<file path="config.mk">
export PLATFORM = sky130hd
export DESIGN_NAME = axi_wr_rd_checker_timer
export DESIGN_NICKNAME = d
export VERILOG_FILES = /design/src/rtl/axi_wr_rd_checker_pkg.sv /design/src/rtl/axi_wr_rd_checker_timer.sv
export SDC_FILE = /design/constraint.sdc
export NUM_CORES = 1
export LEC_CHECK = 0
export CAP_MARGIN = 40
export CORE_AREA = 2 2 39 41
export CTS_BUF_LIST = sky130_fd_sc_hd__clkbuf_8
export DETAILED_ROUTE_END_ITERATION = 16
export DIE_AREA = 0 0 41 43
export PLACE_DENSITY = 0.51
export REMOVE_ABC_BUFFERS = 1
export SLEW_MARGIN = 10
export SYNTH_ARGS = -nofsm -noshare
export SYNTH_HDL_FRONTEND = slang
export SYNTH_SLANG_ARGS = --single-unit
</file>
<file path="constraint.sdc">
create_clock -name clk -period 2.49 [get_ports clk]
set_clock_uncertainty 0.15 [all_clocks]
set_input_delay 0.747 -clock clk [delete_from_list [all_inputs] [get_ports clk]]
set_output_delay 0.747 -clock clk [all_outputs]
set_load 0.005 [all_outputs]
</file>
<file path="src/rtl/axi_wr_rd_checker_pkg.sv">
// Shared FSM encoding and fixed AXI field values for the write/read-back checker.
package axi_wr_rd_checker_pkg;

    typedef enum logic [2:0] {
        ST_IDLE,
        ST_WR,
        ST_WB,
        ST_RA,
        ST_RD,
        ST_FIN
    } state_t;

    localparam logic [1:0] AXI_RESP_OKAY  = 2'b00;
    localparam logic [2:0] AXI_SIZE_8B    = 3'd3;
    localparam logic [1:0] AXI_BURST_INCR = 2'b01;
    localparam logic [7:0] AXI_LEN_SINGLE = 8'd0;
    localparam logic [7:0] AXI_STRB_ALL   = 8'hFF;

endpackage

</file>
<file path="src/rtl/axi_wr_rd_checker_timer.sv">
// Handshake wait timer: down-counter reloaded to TIMEOUT, tc flags that the budget is spent.
module axi_wr_rd_checker_timer
    import axi_wr_rd_checker_pkg::*;
#(
    parameter int TIMEOUT = 255
) (
    input  logic clk,
    input  logic resetn,
    input  logic load,
    output logic tc
);

    localparam int CW = $clog2(TIMEOUT + 1);

    logic [CW-1:0] cnt;

    always_ff @(posedge clk) begin
        if (!resetn || load) begin
            cnt <= CW'(TIMEOUT);
        end else if (cnt != '0) begin
            cnt <= cnt - 1'b1;
        end
    end

    assign tc = (cnt == '0);

endmodule

</file>
==> metrics.yaml <==
clock_tree:
  clkSlewWorstSetupHoldPaths_ns: 0.04
  numCtsBuffers: 3
  clk_path_buf_depth: 2
  cts_max_level: 1
  tritoncts_num_sinks: 8
  cts_hold_buf: 0
  clk_root_buffer_cell: "sky130_fd_sc_hd__clkbuf_8"
  clk_latency_ns: 0.23
  cts_tree: "yes"
timing:
  final.setup.tns_ns: 0
  setup_failing_eps_final: 0
  post-route-period-util: 0.932
  timing.hold.ws_ns: 0.390
  slew_headroom: 0.712
  grt_setup_unrepaired: "no"
  timing.fmax_ghz: 0.431
  timing.final.max_slew_violations: 0
  timing_worst_slew_pin_value_ns: 0.428
  final_hold_viol_count: 0
  min_period_ns: 2.32
place:
  dpl.cell_count: 76
  placed_cell_area_sq_um: 523
  io_buffers: 3
  gp_congestion: 0.744
  hpwl_after_dpl_um: 749
global_routing:
  overflow: 0
  grt_antenna_before_repair: 0
  grt_max_degree: 9
  grt_first_pass_wirelength_mm: 2.14
  first_global_vias: 470
  global_route.usage.total: 0.188
floorplanning:
  num_io_pins: 4
  die_y_um: 43
  die_x_um: 41
  rows: 14
  die_outline_area_sq_um: 1760
  core_region_area_sq_um: 1380
  floorplan.initialDensity: 0.307
power_and_ir_drop:
  worst_ir_drop_vdd_uv: 320
  power.density_nw_per_um2: 444
  p_total_w: 0.000306
  p_leak_nw: 0.280
layout:
  post_layout_net_count: 81
  final_cell_mix: "sky130_fd_sc_hd__buf_4 (20), sky130_fd_sc_hd__dfxtp_1 (6), sky130_fd_sc_hd__nor3_1 (5), sky130_fd_sc_hd__o21ai_0 (5), sky130_fd_sc_hd__nand3_1 (5)"
  final_area_sq_um: 689
  fillCellCount: 132
  registers_with_the_highest_flip_flop_counts: "cnt (8)"
  finalNonFillerCells: 91
  syn2layout_area_growth_pct: 62.5
  layout_commonest_cell: "sky130_fd_sc_hd__buf_4"
  number_of_antenna_repair_diodes: 0
  final_layout_size_suffix_gt1_frac: 0.467
  multiInputGateArea_sq_um: 272
  top_register: "cnt"
  seq_area_sq_um: 163
  largest_reg_flops: 8
synthesis:
  seq_area_frac_synth: 0.378
  synth-seq-cells: 8
  synthesis.area_per_instance_sq_um: 8.48
  synthesis.instances: 50
  synthDistinctLibCells: 23
  ys.warnings.count: 0
  mappedNetlistArea_sq_um: 424
run_status:
  status: "finished, final reports clean"
critical_path:
  timing.critical_path.arrival_ns: 1.42
  worst-endpoint-required_ns: 1.59
  critical_path_class: "reg -> out"
  setup.worst_path.start_class: "register"
  cp-end-kind: "output port"
  cp_max_fo: 2
flow_run:
  max-cap-violations: 0
routing:
  vias_per_cell: 5.35
  routed_wire_length_per_instance_um: 14.4
  dr.first_iter.drc_count: 11
  drc_errors: 0
  postRouteWirelength_mm: 1.31
  detailroute.via_count: 487
  drt_pre_antenna_iters: 4
  route.antenna.remaining_nets: 0
hold_path:
  min-delay-path-class: "reg -> reg"
## power by group
group | internal (W) | switching (W)
clock | 0.000105 | 0.0000529
combinational | 0.00000874 | 0.00000755
sequential | 0.000130 | 0.00000118
## layer usage
layer,routed length (um),vias up,GRT usage,share of wire
li1,-,238,-,-
met1,548,231,0.244,0.42
met2,709,16,0.291,0.54
met3,42,2,0.0314,0.032
met4,6,0,0.0800,0.0046
met5,0,-,0,0
## worst max-delay path, stage by stage, from the launching register on
cell and delay [ns]:
sky130_fd_sc_hd__dfxtp_2 0.32, sky130_fd_sc_hd__inv_2 0.07, sky130_fd_sc_hd__ha_4 0.13, sky130_fd_sc_hd__nor4b_4 0.26, sky130_fd_sc_hd__nand2_2 0.11, sky130_fd_sc_hd__inv_2 0.08, sky130_fd_sc_hd__dlygate4sd2_1 0.23
## logic make-up after synthesis
logic type / Yosys count / synth area share
AO/OA/AOI/OAI: 10 / 0.127
XOR/XNOR: 1 / 0.0207
adder cells (fa/ha/maj): 1 / 0.0295
buffers and inverters: 5 / 0.0619
flip-flops: 8 / 0.378
AND/OR/NAND/NOR: 25 / 0.383
## Yosys cell counts (all sizes together)
cell	instances	share of area
dfxtp	8	0.38
o21ai	6	0.071
nand3	5	0.059
nor3	5	0.059
inv	4	0.035
a21oi	2	0.024
nand2b	2	0.029
nor4	2	0.044
or3	2	0.029
or4	2	0.035
or4b	2	0.056
a31oi	1	0.015
buf	1	0.027
ha	1	0.029
nand2	1	0.0088
nand3b	1	0.018
nor2	1	0.0088
nor2b	1	0.015
nor4b	1	0.021
o31ai	1	0.018
xnor2	1	0.021
## worst paths after layout
kind	start	to	slack, ns	cells after the start
max	cnt[0]$_SDFFE_PP1N_	tc	0.17	6
min	cnt[7]$_SDFFE_PP1N_	cnt[6]$_SDFFE_PP1N_	0.39	2
min reg2reg	cnt[7]$_SDFFE_PP1N_	cnt[6]$_SDFFE_PP1N_	0.39	2
max reg2reg	cnt[0]$_SDFFE_PP1N_	cnt[3]$_SDFFE_PP1N_	0.18	16
## per-stage QoR
stage,utilization,setup slack [ns]
floorplan,-,0.442
global placement,0.378,0.0864
detailed placement,0.378,0.0344
CTS,0.490,0.0529
global route,0.498,0.0623
finish,0.498,0.171
## cell type report
class,instances,area share
Inverter,4,0.0218
Clock buffer,3,0.0599
Timing Repair Buffer,23,0.260
Tap cell,16,0.0290
Multi-Input combinational cell,37,0.394
Sequential cell,8,0.236
## repair_timing
action	CTS	global route
endpoints found under the setup margin	1	2
pin swaps	0	2
endpoints found under the hold margin	0	0
resized for setup	4	9
buffers inserted	13	0
No activity file was read; power rests on OpenSTA's default activity.
